<file path="src/rtl/vga_pkg.sv">
// vga_pkg -- shared VGA timing constants, VRAM layout and arbiter types.
//
// Holds the 640x480@60 timing constants, the VRAM words-per-line figure,
// the CPU-side FSM state enum and the registered VRAM command struct used by
// vram_arbiter and vram_slot_gen. No ports; imported with vga_pkg::*.
package vga_pkg;

    // Horizontal timing, in pixel clocks
    localparam int VGA_H_ACTIVE = 640;
    localparam int VGA_H_FRONT  = 16;
    localparam int VGA_H_SYNC   = 96;
    localparam int VGA_H_BACK   = 48;
    localparam int VGA_H_TOTAL  = 800;

    // Vertical timing, in lines
    localparam int VGA_V_ACTIVE = 480;
    localparam int VGA_V_FRONT  = 10;
    localparam int VGA_V_SYNC   = 2;
    localparam int VGA_V_BACK   = 33;
    localparam int VGA_V_TOTAL  = 525;

    // Two RGB332 pixels per 16-bit word: 640 / 2 words per line
    localparam int WORDS_PER_LINE = 320;

    localparam int POS_W  = 11;
    localparam int ADDR_W = 17;
    localparam int DATA_W = 16;
    localparam int PIX_W  = 8;

    typedef enum logic [1:0] {
        CPU_IDLE  = 2'd0,
        CPU_GRANT = 2'd1,
        CPU_ACK   = 2'd2
    } cpu_state_t;

    // One registered VRAM port command (valid for the cycle after the edge)
    typedef struct packed {
        logic              oe;
        logic              we;
        logic [ADDR_W-1:0] addr;
        logic [DATA_W-1:0] wdata;
    } mem_cmd_t;

    // Word address of pixel (px, py): py*320 + px/2. The full frame needs
    // 153600 words, more than 17 bits cover, so the upper lines alias; the
    // product is formed at 20 bits and truncated to the port width.
    function automatic logic [ADDR_W-1:0] vram_word_addr(
        input logic [POS_W-1:0] px,
        input logic [POS_W-1:0] py
    );
        logic [19:0] a;
        a = 20'(py) * 20'(WORDS_PER_LINE) + 20'(px[POS_W-1:1]);
        return a[ADDR_W-1:0];
    endfunction

endpackage

</file>
<file path="src/rtl/vram_slot_gen.sv">
// vram_slot_gen -- fetch-position and slot decode for the VRAM arbiter.
//
// Ports:
//   x, y       in   current pixel position from the timing generator
//   fx, fy     out  fetch position: (x, y) advanced by 2 pixel clocks,
//                   wrapping at H_TOTAL and then V_TOTAL
//   disp_slot  out  1 when this cycle belongs to the display fetch
//                   (fx even, fx < H_ACTIVE, fy < V_ACTIVE)
// Purely combinational.
module vram_slot_gen
    import vga_pkg::*;
#(
    parameter int H_ACTIVE = VGA_H_ACTIVE,
    parameter int H_TOTAL  = VGA_H_TOTAL,
    parameter int V_ACTIVE = VGA_V_ACTIVE,
    parameter int V_TOTAL  = VGA_V_TOTAL
) (
    input  logic [POS_W-1:0] x,
    input  logic [POS_W-1:0] y,
    output logic [POS_W-1:0] fx,
    output logic [POS_W-1:0] fy,
    output logic             disp_slot
);

    logic [POS_W:0] hx;

    always_comb begin
        hx = {1'b0, x} + (POS_W+1)'(2);
        fx = hx[POS_W-1:0];
        fy = y;
        if (hx >= (POS_W+1)'(H_TOTAL)) begin
            fx = POS_W'(hx - (POS_W+1)'(H_TOTAL));
            if (({1'b0, y} + (POS_W+1)'(1)) >= (POS_W+1)'(V_TOTAL))
                fy = '0;
            else
                fy = y + POS_W'(1);
        end
    end

    // Odd fetch columns are left to the CPU: each display word covers two
    // pixels, so one read every other clock keeps the line fed.
    assign disp_slot = ~fx[0] && (fx < POS_W'(H_ACTIVE)) && (fy < POS_W'(V_ACTIVE));

endmodule

</file>
<file path="src/rtl/vram_arbiter.sv">
// vram_arbiter -- single-port VRAM shared between display refresh and CPU.
//
// All state changes on the falling edge of clk; rst is asynchronous,
// active-low. Display fetches own every even fetch column in the active
// area; the CPU gets all remaining cycles through an IDLE/GRANT/ACK FSM.
//
// Ports:
//   clk, rst                    pixel clock, async active-low reset
//   x, y                        current pixel position
//   cpu_req/we/addr/wdata       CPU request, held until cpu_ack
//   cpu_rdata, cpu_ack          read data and one-cycle completion pulse
//   mem_addr/wdata/we/oe        VRAM port (registered)
//   mem_rdata                   VRAM read data, one cycle after mem_oe
//   pix                         RGB332 pixel for the sampled (x, y)
//   cpu_stall_cnt               CPU wait-cycle counter
//
// Optional feature: define VRAM_STALL_CNT_EN to build the saturating
// stall counter; otherwise cpu_stall_cnt is tied to 0.
module vram_arbiter
    import vga_pkg::*;
#(
    parameter int H_ACTIVE = VGA_H_ACTIVE,
    parameter int H_TOTAL  = VGA_H_TOTAL,
    parameter int V_ACTIVE = VGA_V_ACTIVE,
    parameter int V_TOTAL  = VGA_V_TOTAL
) (
    input  logic              clk,
    input  logic              rst,
    input  logic [POS_W-1:0]  x,
    input  logic [POS_W-1:0]  y,
    input  logic              cpu_req,
    input  logic              cpu_we,
    input  logic [ADDR_W-1:0] cpu_addr,
    input  logic [DATA_W-1:0] cpu_wdata,
    output logic [DATA_W-1:0] cpu_rdata,
    output logic              cpu_ack,
    output logic [ADDR_W-1:0] mem_addr,
    output logic [DATA_W-1:0] mem_wdata,
    output logic              mem_we,
    output logic              mem_oe,
    input  logic [DATA_W-1:0] mem_rdata,
    output logic [PIX_W-1:0]  pix,
    output logic [DATA_W-1:0] cpu_stall_cnt
);

    // Fetch issued at edge n is on the port during cycle n, the VRAM
    // returns it during cycle n+1, and it is consumed at edge n+2.
    localparam int STAGES = 2;

    logic [POS_W-1:0]  fx, fy;
    logic              disp_slot;
    cpu_state_t        state;
    logic              grant;
    logic              rd_pend;     // access in flight is a read
    logic [DATA_W-1:0] rdata_q;
    logic [DATA_W-1:0] pix_word;
    logic [DATA_W-1:0] cur_word;
    logic              active;
    logic [STAGES:1]   vld_pipe;
    mem_cmd_t          cmd_q;

    vram_slot_gen #(
        .H_ACTIVE (H_ACTIVE),
        .H_TOTAL  (H_TOTAL),
        .V_ACTIVE (V_ACTIVE),
        .V_TOTAL  (V_TOTAL)
    ) u_slot (
        .x         (x),
        .y         (y),
        .fx        (fx),
        .fy        (fy),
        .disp_slot (disp_slot)
    );

    // The display never yields; a CPU request only starts from IDLE in a
    // non-display cycle, so in the active area it waits at most one clock.
    assign grant = (state == CPU_IDLE) && cpu_req && !disp_slot;

    // ------------------------------------------------------------------
    // CPU FSM
    // ------------------------------------------------------------------
    always_ff @(negedge clk or negedge rst) begin
        if (!rst) begin
            state   <= CPU_IDLE;
            rd_pend <= 1'b0;
        end else begin
            case (state)
                CPU_IDLE: begin
                    if (grant) begin
                        state   <= CPU_GRANT;
                        rd_pend <= ~cpu_we;
                    end
                end
                CPU_GRANT: state <= CPU_ACK;
                CPU_ACK:   state <= CPU_IDLE;   // cpu_req deliberately ignored
                default:   state <= CPU_IDLE;
            endcase
        end
    end

    assign cpu_ack = (state == CPU_ACK);

    // Read data lands on mem_rdata during the ACK cycle; pass it straight
    // through then and hold it afterwards. Writes leave it untouched.
    always_ff @(negedge clk or negedge rst) begin
        if (!rst)
            rdata_q <= '0;
        else if (state == CPU_ACK && rd_pend)
            rdata_q <= mem_rdata;
    end

    assign cpu_rdata = (cpu_ack && rd_pend) ? mem_rdata : rdata_q;

    // ------------------------------------------------------------------
    // VRAM port command
    // ------------------------------------------------------------------
    // Address and write data hold their last value when idle; only the
    // strobes are dropped.
    always_ff @(negedge clk or negedge rst) begin
        if (!rst) begin
            cmd_q <= '0;
        end else if (disp_slot) begin
            cmd_q.oe   <= 1'b1;
            cmd_q.we   <= 1'b0;
            cmd_q.addr <= vram_word_addr(fx, fy);
        end else if (grant) begin
            cmd_q.oe    <= ~cpu_we;
            cmd_q.we    <= cpu_we;
            cmd_q.addr  <= cpu_addr;
            cmd_q.wdata <= cpu_wdata;
        end else begin
            cmd_q.oe <= 1'b0;
            cmd_q.we <= 1'b0;
        end
    end

    assign mem_oe    = cmd_q.oe;
    assign mem_we    = cmd_q.we;
    assign mem_addr  = cmd_q.addr;
    assign mem_wdata = cmd_q.wdata;

    // ------------------------------------------------------------------
    // Pixel path
    // ------------------------------------------------------------------
    always_ff @(negedge clk or negedge rst) begin
        if (!rst)
            vld_pipe <= '0;
        else
            vld_pipe <= {vld_pipe[STAGES-1:1], disp_slot};
    end

    // The word fetched for an even column arrives exactly as that column is
    // sampled, so the low byte bypasses the register; the odd column that
    // follows reads the high byte back from it.
    assign cur_word = vld_pipe[STAGES] ? mem_rdata : pix_word;
    assign active   = (x < POS_W'(H_ACTIVE)) && (y < POS_W'(V_ACTIVE));

    always_ff @(negedge clk or negedge rst) begin
        if (!rst) begin
            pix_word <= '0;
            pix      <= '0;
        end else begin
            if (vld_pipe[STAGES])
                pix_word <= mem_rdata;
            if (active)
                pix <= x[0] ? cur_word[15:8] : cur_word[7:0];
            else
                pix <= '0;
        end
    end

    // ------------------------------------------------------------------
    // Stall counter
    // ------------------------------------------------------------------
`ifdef VRAM_STALL_CNT_EN
    logic [DATA_W-1:0] stall_q;

    always_ff @(negedge clk or negedge rst) begin
        if (!rst)
            stall_q <= '0;
        else if ((state == CPU_IDLE) && cpu_req && !grant && (stall_q != '1))
            stall_q <= stall_q + DATA_W'(1);
    end

    assign cpu_stall_cnt = stall_q;
`else
    assign cpu_stall_cnt = '0;
`endif

endmodule

</file>
<file path="config.mk">
export PLATFORM = sky130hd
export DESIGN_NAME = vram_arbiter
export DESIGN_NICKNAME = d
export VERILOG_FILES = /design/src/rtl/vga_pkg.sv /design/src/rtl/vram_slot_gen.sv /design/src/rtl/vram_arbiter.sv
export SDC_FILE = /design/constraint.sdc
export NUM_CORES = 1
export LEC_CHECK = 0
export CAP_MARGIN = 20
export CORE_MARGIN = 8
export CORE_UTILIZATION = 49
export CTS_BUF_LIST = sky130_fd_sc_hd__clkbuf_4 sky130_fd_sc_hd__clkbuf_8
export CTS_CLUSTER_SIZE = 12
export DETAILED_ROUTE_END_ITERATION = 10
export PLACE_DENSITY = 0.8
export SLEW_MARGIN = 15
export SYNTH_ARGS = -nofsm -noshare
export SYNTH_HDL_FRONTEND = slang
export SYNTH_SLANG_ARGS = --single-unit
</file>
<file path="constraint.sdc">
create_clock -name clk -period 1.85 [get_ports clk]
set_input_delay 0.37 -clock clk [delete_from_list [all_inputs] [get_ports clk]]
set_output_delay 0.37 -clock clk [all_outputs]
set_load 0.05 [all_outputs]
</file>
==> reports/qor.yml, run 1 <==
clock_tree:
  ctsLongestPathBuffers: 2
  clk_pin_slew_ns: 0.06
  clock_sinks: 80
  cts_tree: "done"
  h-tree-depth: 3
  cts_root_buffer: "clkbuf_8"
  worst_skew_pair.late_latency_ns: 0.35
  ctsHoldBuffers: 0
  numCtsBuffers: 9
route:
  ant_nets: 0
  viasPerCell: 6.71
  wl_per_cell_um: 33.7
  route.detailed.drc: 0
  dr.pass1.iters: 5
  vias: 6129
  totalWireLength_mm: 30.8
  drt_iter0_drc: 868
flow_run:
  max-cap-violations: 0
global_routing:
  grt_max_degree: 29
  grtUsageTotal_pct: 30.8
  grt_pass1_vias: 5733
  grt_pass1_wl_mm: 33.5
  gr-total-overflow: 0
  antenna_found_initial: 1
setup_path:
  setup.worst_path.start_class: "input pin"
  critPathMaxFanout: 6
  r2r_cells: 8
  crit_arrival_ns: 5.45
  crit_path_end_kind: "flop"
  cp.required_ns: 1.10
  r2r-end: "mem_wdata[6]"
  reg2reg_from: "state[1]"
  startpoint: "y[0]"
  r2r_slack_ns: -0.11
  crit_end: "mem_addr[16]"
  critical_path_class: "input pin to flop"
floorplanning:
  ios: 151
  rows: 37
  coreArea_um2: 10100
  die_h_um: 117
  initial_utilization_pct: 49.6
  dieWidth_um: 117
  die_area_um2: 13800
timing:
  hold_viol_final: 0
  setup_slack_ns: -4.35
  finalSetupViolCount: 106
  maxSlewViolCount: 0
  finalClockSkew_ns: 0.00638
  setup_tns_ns: -130.81
  rsz0062_at_grt: "yes"
  worst_slew_pin_slew_ns: 0.715
  max_slew_margin_pct: 52.0
layout:
  drive_gt1_share_pct: 58.5
  syn2layout_area_growth_pct: 93.0
  nNetsFinal: 872
logic_synthesis:
  ys.flop_type: "dfrtn_1"
  syn_inst: 466
  ys_types: 66
  avgSynthCellArea_um2: 10.8
  synth-seq-cells: 80
  synth_area_um2: 5030
  async_flop_share_pct: 100
  yosys_warnings: 0
  synth_seq_area_share_pct: 39.8
  synth_edf_count: 0
hold_path:
  hold_path.class: "flop to flop"
place:
  portBuffers: 134
  routabilityCongestion: 0.877
  hpwl_mm: 12.3
run_status:
  status: "complete, but fails checks"
  violations: "negative setup slack"
power_and_ir_drop:
  p_total_w: 0.0116
  ir_drop_v: 0.000955
  p_leak_nw: 4.56
  p_per_area_nw_per_um2: 1190
-- how the worst min path moves through the flow --
stage | startpoint | depth (start not counted) | slack, ns | to
floorplan | vld_pipe[1] | 0 | 0.29 | vld_pipe[2]
global placement | vld_pipe[1] | 0 | 0.29 | vld_pipe[2]
detailed placement | vld_pipe[1] | 0 | 0.30 | vld_pipe[2]
CTS | vld_pipe[1] | 0 | 0.30 | vld_pipe[2]
global route | vld_pipe[1] | 0 | 0.31 | vld_pipe[2]
finish | vld_pipe[1] | 0 | 0.31 | vld_pipe[2]
-- where the power goes --
| part | internal, W | switching, W | leakage (nW) |
|---|---|---|---|
| registers | 0.00238 | 0.000551 | 0.963 |
| logic | 0.00324 | 0.00386 | 3.48 |
| clock network | 0.000843 | 0.000693 | 0.118 |
| total | 0.00646 | 0.00511 | 4.56 |
-- layer usage --
metal,track usage (%),wire length [um]
met5,0,0
met4,18.9,2610
met3,6.76,3470
met2,55.4,14200
met1,32.2,10600
-- flip-flops by register name, summed over array words and instances, names as in the netlist, 2 cells and up --
register and flops:
mem_addr 17, mem_wdata 16, pix_word 16, rdata_q 16, pix 8, state 2
vld_pipe 2
-- layout by cell type (no fill, tap or decap), types with 10 or more instances in the layout --
master,Yosys,routed
mux2i_1,34,33
ha_4,0,13
dlygate4sd2_1,0,11
dfrtn_1,80,80
ha_1,24,10
conb_1,1,16
buf_4,19,135
clkdlybuf4s50_1,0,35
xnor2_1,16,11
clkbuf_8,0,10
a21oi_1,17,11
mux2_2,49,13
nor2_1,33,15
inv_1,14,10
nand2_1,25,21
buf_12,1,52
buf_6,3,59
mux2_4,8,44
-- through the flow --
step           cell area, um2  util (%)  cells  setup slack [ns]  hold WS [ns]
3_5_place_dp             7920      78.2    827             -3.88         0.304
4_1_cts                  8870      87.5    879             -2.92         0.296
2_1_floorplan            5460         -    481             -2.96         0.292
6_report                 9710      95.8    914             -4.35         0.309
5_1_grt                  9710      95.8    913             -4.29         0.309
3_3_place_gp             7920      78.2    827             -3.62         0.292
-- critical path, cell delays in order --
cell and delay (ns):
buf_8 0.10, buf_6 0.12, buf_4 0.13, ha_1 0.22, a21oi_1 0.25, a32oi_2 0.16
nand4_1 0.19, a21bo_2 0.25, buf_4 0.15, a21oi_1 0.04, o21ai_0 0.53, o31ai_2 0.23
ha_1 0.35, ha_1 0.40, o21a_1 0.27, o31ai_4 0.13, a21oi_2 0.38, xnor2_1 0.16
xnor2_1 0.61, xnor2_1 0.24, mux2i_1 0.14
-- what timing repair did --
item | CTS | global route
gates resized for setup | 176 | 135
gates cloned | 1 | 1
pin swaps | 43 | 61
endpoints found under the setup margin | 126 | 117
buffers inserted | 38 | 49
-- synthesized netlist by cell type (2+ instances only) --
cell type | instances | share of area (%)
o31ai_1 | 8 | 1.2
o21ai_0 | 14 | 1.4
nor2b_1 | 6 | 0.75
a41oi_1 | 2 | 0.35
a211oi_1 | 3 | 0.45
or4_1 | 2 | 0.30
a32oi_1 | 3 | 0.52
dfrtn_1 | 80 | 40
a21o_1 | 3 | 0.45
mux2i_1 | 34 | 6.8
buf_6 | 3 | 0.67
or3_1 | 3 | 0.37
mux2_2 | 49 | 11
xnor2_1 | 16 | 2.8
a21oi_1 | 17 | 1.7
and2_1 | 3 | 0.37
clkbuf_1 | 8 | 0.60
ha_1 | 24 | 6.0
nand2_1 | 25 | 1.9
buf_1 | 2 | 0.15
xor2_1 | 9 | 1.6
nand2b_1 | 4 | 0.50
o22ai_1 | 2 | 0.25
nand4_1 | 5 | 0.62
buf_4 | 19 | 2.8
buf_2 | 3 | 0.30
fa_1 | 2 | 0.80
inv_1 | 14 | 1.0
nor3_1 | 10 | 0.99
mux2_4 | 8 | 2.4
o21a_1 | 3 | 0.45
nor2_1 | 33 | 2.5
and3_1 | 3 | 0.37
nor3b_1 | 3 | 0.45
nand3_1 | 12 | 1.2
-- area by class of cell --
cell class / count / area (um2)
Multi-Input combinational cell: 350 / 3810
Inverter: 14 / 56.3
Sequential cell: 80 / 2000
Antenna cell: 2 / 5.00
Tap cell: 136 / 170
Fill cell: 218 / 427
Timing Repair Buffer: 316 / 3450
Clock inverter: 3 / 65.1
Clock buffer: 13 / 160
-- kinds of logic after synthesis --
logic type / share of synthesized area, %
compound gates: 10.6
flops: 39.8
fa+ha+maj: 6.76
simple gates: 12.2
buf+inv: 6.09
other cells: 0.0745
xor+xnor: 4.35
mux: 20.1
Note: power is estimated with default switching activity, not from simulation.
==> run 2: changes to the inputs <==
- TNS_END_PERCENT: not set -> 10
==> reports/qor.yml, run 2 (same netlist as run 1, synthesis figures left out) <==
run_status:
  status: "complete, but fails checks"
  violations: "negative setup slack"
place:
  routabilityCongestion: 0.856
  hpwl_mm: 12.2
  place_area_um2: 8100
  portBuffers: 134
setup_path:
  cp_top_family: "compound AO/OA/AOI/OAI gates"
  setup.worst_path.start_class: "input pin"
  crit_path_end_kind: "flop"
  r2r_slack_ns: -0.14
  critical_path_class: "input pin to flop"
  crit_buf_inv: 2
  r2r-end: "mem_wdata[2]"
  cp.required_ns: 1.13
  cpMaxStageDelayCell: "xor2_2"
  startpoint: "y[3]"
  reg2reg_from: "state[0]"
  crit_cells: 19
  path_cells: "buf_2 > buf_6 > and3_1 > nand3_1 > a32oi_2 > nand4_1 > a21bo_2 > nand2b_4 > o31ai_4 > ha_4 > ha_4 > fa_2 > a21o_1 > a21oi_2 > o21bai_1 > a21oi_2 > xor2_2 > xnor2_1 > mux2_4"
  crit_arrival_ns: 4.69
  r2r_cells: 7
  crit_end: "mem_addr[15]"
  critPathMaxFanout: 6
  max_stage_delay_ns: 0.46
global_routing:
  grt_max_degree: 43
  antenna_found_initial: 1
  grt_pass1_wl_mm: 33.6
  grtUsageTotal_pct: 31.1
  gr-total-overflow: 0
  grt_pass1_vias: 5692
route:
  ant_nets: 0
  dr.pass1.iters: 8
  route.detailed.drc: 0
  wl_per_cell_um: 30.6
  vias: 5795
  drt_iter0_drc: 568
  totalWireLength_mm: 27.5
  viasPerCell: 6.45
hold_path:
  hp-start: "vld_pipe[1]"
  hold_path.class: "flop to flop"
power_and_ir_drop:
  p_leak_nw: 4.33
  ir_drop_v: 0.000964
  p_per_area_nw_per_um2: 1230
timing:
  finalClockSkew_ns: 0.00636
  hold_viol_final: 0
  maxSlewViolCount: 0
  rsz0062_at_grt: "yes"
  finalSetupViolCount: 116
  setup_slack_ns: -3.56
  max_slew_margin_pct: 49.6
  worst_slew_pin_slew_ns: 0.734
clock_tree:
  clock_sinks: 80
  worst_skew_pair.late_latency_ns: 0.35
  cts_root_buffer: "clkbuf_8"
  ctsLongestPathBuffers: 2
  numCtsBuffers: 9
  clk_pin_slew_ns: 0.07
  h-tree-depth: 3
  cts_tree: "done"
layout:
  fin_area_um2: 9310
  final_cell_mix: "buf_4, dfrtn_1, buf_12"
  utilization_pct: 91.8
  largest_register_ffs: 17
  syn2layout_area_growth_pct: 85.0
  nNetsFinal: 858
  layout_commonest_cell: "buf_4"
  diodes: 0
  drive_gt1_share_pct: 55.4
flow_run:
  max-cap-violations: 0
floorplanning:
  initial_utilization_pct: 49.6
  rows: 37
  die_h_um: 117
  dieWidth_um: 117
  coreArea_um2: 10100
  die_area_um2: 13800
  ios: 151
-- run 2: how the worst min path moves through the flow --
| stage | to | slack [ns] | depth (start not counted) |
|---|---|---|---|
| floorplan | vld_pipe[2] | 0.29 | 0 |
| global placement | vld_pipe[2] | 0.29 | 0 |
| detailed placement | vld_pipe[2] | 0.31 | 0 |
| CTS | vld_pipe[2] | 0.30 | 0 |
| global route | vld_pipe[2] | 0.31 | 0 |
| finish | vld_pipe[2] | 0.31 | 0 |
-- run 2: metal layers --
metal	vias up	track usage, %	part of all wire [%]
met4	2	20.0	9.6
met3	245	6.47	9.5
li1	2218	-	-
met1	2761	32.6	34
met5	-	0	0.040
met2	569	55.5	47
-- run 2: repair_timing --
item                       CTS  global route
pin swaps                   41            36
hold buffers                 0             0
gates resized for setup    167            75
setup endpoints to repair  125           126
cloned                       2             0
setup buffers               32            13
-- run 2: power breakdown --
group          switching (W)  internal (W)
combinational        0.00364       0.00326
clock               0.000790      0.000803
sequential          0.000577       0.00238
total                0.00500       0.00643
-- run 2: area by class of cell --
type                            count  area (um2)
Sequential cell                    80        2000
Fill cell                         325         828
Clock inverter                      6        92.6
Multi-Input combinational cell    350        3500
Inverter                           14        52.6
Timing Repair Buffer              302        3350
Clock buffer                       10         138
Tap cell                          136         170
-- run 2: stage by stage --
stage	TNS, ns	hold slack, ns	cells	power [W]	worst slack, ns
6_report	-137.82	0.310	898	0.0114	-3.56
4_1_cts	-125.17	0.304	890	0.0106	-2.86
2_1_floorplan	-117.22	0.292	481	0.00567	-2.96
3_3_place_gp	-138.18	0.294	841	0.00857	-3.65
5_1_grt	-140.55	0.314	898	0.0117	-3.66
3_5_place_dp	-144.32	0.306	841	0.00877	-3.89
==> run 3: changes to the inputs <==
- CELL_PAD_IN_SITES_DETAIL_PLACEMENT: not set -> 1
- CELL_PAD_IN_SITES_GLOBAL_PLACEMENT: not set -> 1
- CORE_UTILIZATION: 49 -> 38
- PLACE_DENSITY: 0.8 -> 0.81
==> reports/qor.yml, run 3 (same netlist as run 1, synthesis figures left out) <==
clock_tree:
  clock_sinks: 80
  worst_skew_pair.late_latency_ns: 0.37
  h-tree-depth: 3
  ctsHoldBuffers: 0
  clk_pin_slew_ns: 0.07
  cts_root_buffer: "clkbuf_8"
  ctsLongestPathBuffers: 2
  cts_tree: "done"
  numCtsBuffers: 9
global_routing:
  grtUsageTotal_pct: 36.5
  gr-total-overflow: 0
  grt_max_degree: 41
  antenna_found_initial: 7
  grt_pass1_wl_mm: 44.6
  grt_pass1_vias: 6312
route:
  ant_nets: 0
  wl_per_cell_um: 43.4
  drt_iter0_drc: 803
  route.detailed.drc: 0
  totalWireLength_mm: 40.8
  viasPerCell: 6.83
  dr.pass1.iters: 7
  vias: 6410
layout:
  layout_commonest_cell: "buf_4"
  syn2layout_area_growth_pct: 92.4
  drive_gt1_share_pct: 59.9
  final_cell_mix: "buf_4, dfrtn_1, buf_12"
  fillers: 1171
  largest_register_ffs: 17
  nNetsFinal: 854
  fin_area_um2: 9680
  fin_cells: 939
setup_path:
  setup.worst_path.start_class: "input pin"
  crit_arrival_ns: 4.79
  critPathMaxFanout: 7
  cp.required_ns: 1.14
  crit_path_end_kind: "flop"
  critical_path_class: "input pin to flop"
floorplanning:
  dieWidth_um: 131
  die_area_um2: 17200
  die_h_um: 131
  rows: 42
  initial_utilization_pct: 38.5
  coreArea_um2: 13100
  ios: 151
power_and_ir_drop:
  pwr-share-seq_pct: 24.7
  switching_share_pct: 46.9
  intPower_w: 0.00651
  p_sw_w: 0.00574
  power_frac_clock_pct: 13.0
  p_per_area_nw_per_um2: 1270
  comb_power_share_pct: 62.3
  ir_drop_v: 0.000536
  p_leak_nw: 4.38
run_status:
  violations: "negative setup slack"
  status: "complete, but fails checks"
timing:
  setup_slack_ns: -3.66
  maxSlewViolCount: 0
  finalSetupViolCount: 112
  worst_slew_pin_slew_ns: 0.802
  hold_viol_final: 0
  rsz0062_at_grt: "yes"
  finalClockSkew_ns: 0.0174
  max_slew_margin_pct: 46.3
hold_path:
  hold_path.class: "flop to flop"
place:
  place_area_um2: 8100
  hpwl_mm: 16.4
  routabilityCongestion: 0.847
  portBuffers: 134
  dp_cells: 876
flow_run:
  max-cap-violations: 0
run 3: worst max-delay path, cell delays in order:
cell	delay, ns
buf_8	0.11
buf_6	0.13
buf_4	0.13
nand2_1	0.24
nand2_1	0.21
mux2i_1	0.34
a21bo_2	0.30
buf_4	0.17
o21ai_2	0.17
nand2_1	0.16
o31ai_4	0.12
buf_4	0.17
ha_1	0.23
ha_1	0.39
o21ai_2	0.11
nor2_4	0.18
nor2_2	0.09
nor2_1	0.32
o31ai_4	0.15
nor3b_2	0.26
xnor2_1	0.11
mux2_4	0.32
run 3: path summary, 6_finish.rpt:
kind | cells past startpoint | to | start | slack (ns)
worst max-delay path | 22 | mem_addr[15] | y[0] | -3.66
worst min-delay path | 0 | vld_pipe[2] | vld_pipe[1] | 0.39
worst max register to register | 7 | mem_addr[7] | state[0] | -1.14
worst min register to register | 0 | vld_pipe[2] | vld_pipe[1] | 0.39
max in group asynchronous | 2 | mem_wdata[6] | rst | 0.68
min in group asynchronous | 2 | rdata_q[6] | rst | 0.80
run 3: timing repair:
action	4_1_cts	5_1_grt
gates cloned	2	1
resized for setup	223	82
buffers inserted	25	16
pin swaps	51	33
endpoints found under the setup margin	127	124
run 3: through the flow:
| stage | util, % | TNS (ns) | worst slack, ns | power [W] | hold WS (ns) |
|---|---|---|---|---|---|
| finish | 74.0 | -149.70 | -3.66 | 0.0123 | 0.392 |
| global route | 74.0 | -149.42 | -3.63 | 0.0123 | 0.392 |
| CTS | 70.1 | -119.11 | -3.06 | 0.0110 | 0.324 |
| detailed placement | 61.9 | -151.27 | -4.04 | 0.00893 | 0.302 |
| global placement | 61.9 | -140.37 | -3.64 | 0.00859 | 0.294 |
| floorplan | - | -117.22 | -2.96 | 0.00567 | 0.292 |
run 3: routing by layer:
layer  wire length [um]  global-route usage [%]  up-vias
met3               5010                    8.45      330
met1              13300                    38.9     3141
met2              17900                    63.5      721
met4               4500                    24.6       12
met5                 70                       0        -
li1                   -                       -     2206
run 3: final cells by class:
| cell class | count | area [um2] | area share, % |
|---|---|---|---|
| Clock inverter | 3 | 40.0 | 0.414 |
| Clock buffer | 13 | 166 | 1.72 |
| Multi-Input combinational cell | 350 | 3770 | 39.0 |
| Sequential cell | 80 | 2000 | 20.7 |
| Tap cell | 176 | 220 | 2.27 |
| Antenna cell | 5 | 12.5 | 0.129 |
| Timing Repair Buffer | 298 | 3410 | 35.3 |
| Inverter | 14 | 52.6 | 0.543 |
run 3: power by group through the flow:
stage / combinational [W] / sequential (W) / clock, W
after floorplan: 0.00213 / 0.00353 / 0
after global placement: 0.00585 / 0.00274 / 0
after detailed placement: 0.00610 / 0.00282 / 0
after CTS: 0.00668 / 0.00286 / 0.00144
after global routing: 0.00766 / 0.00302 / 0.00162
final: 0.00764 / 0.00302 / 0.00159
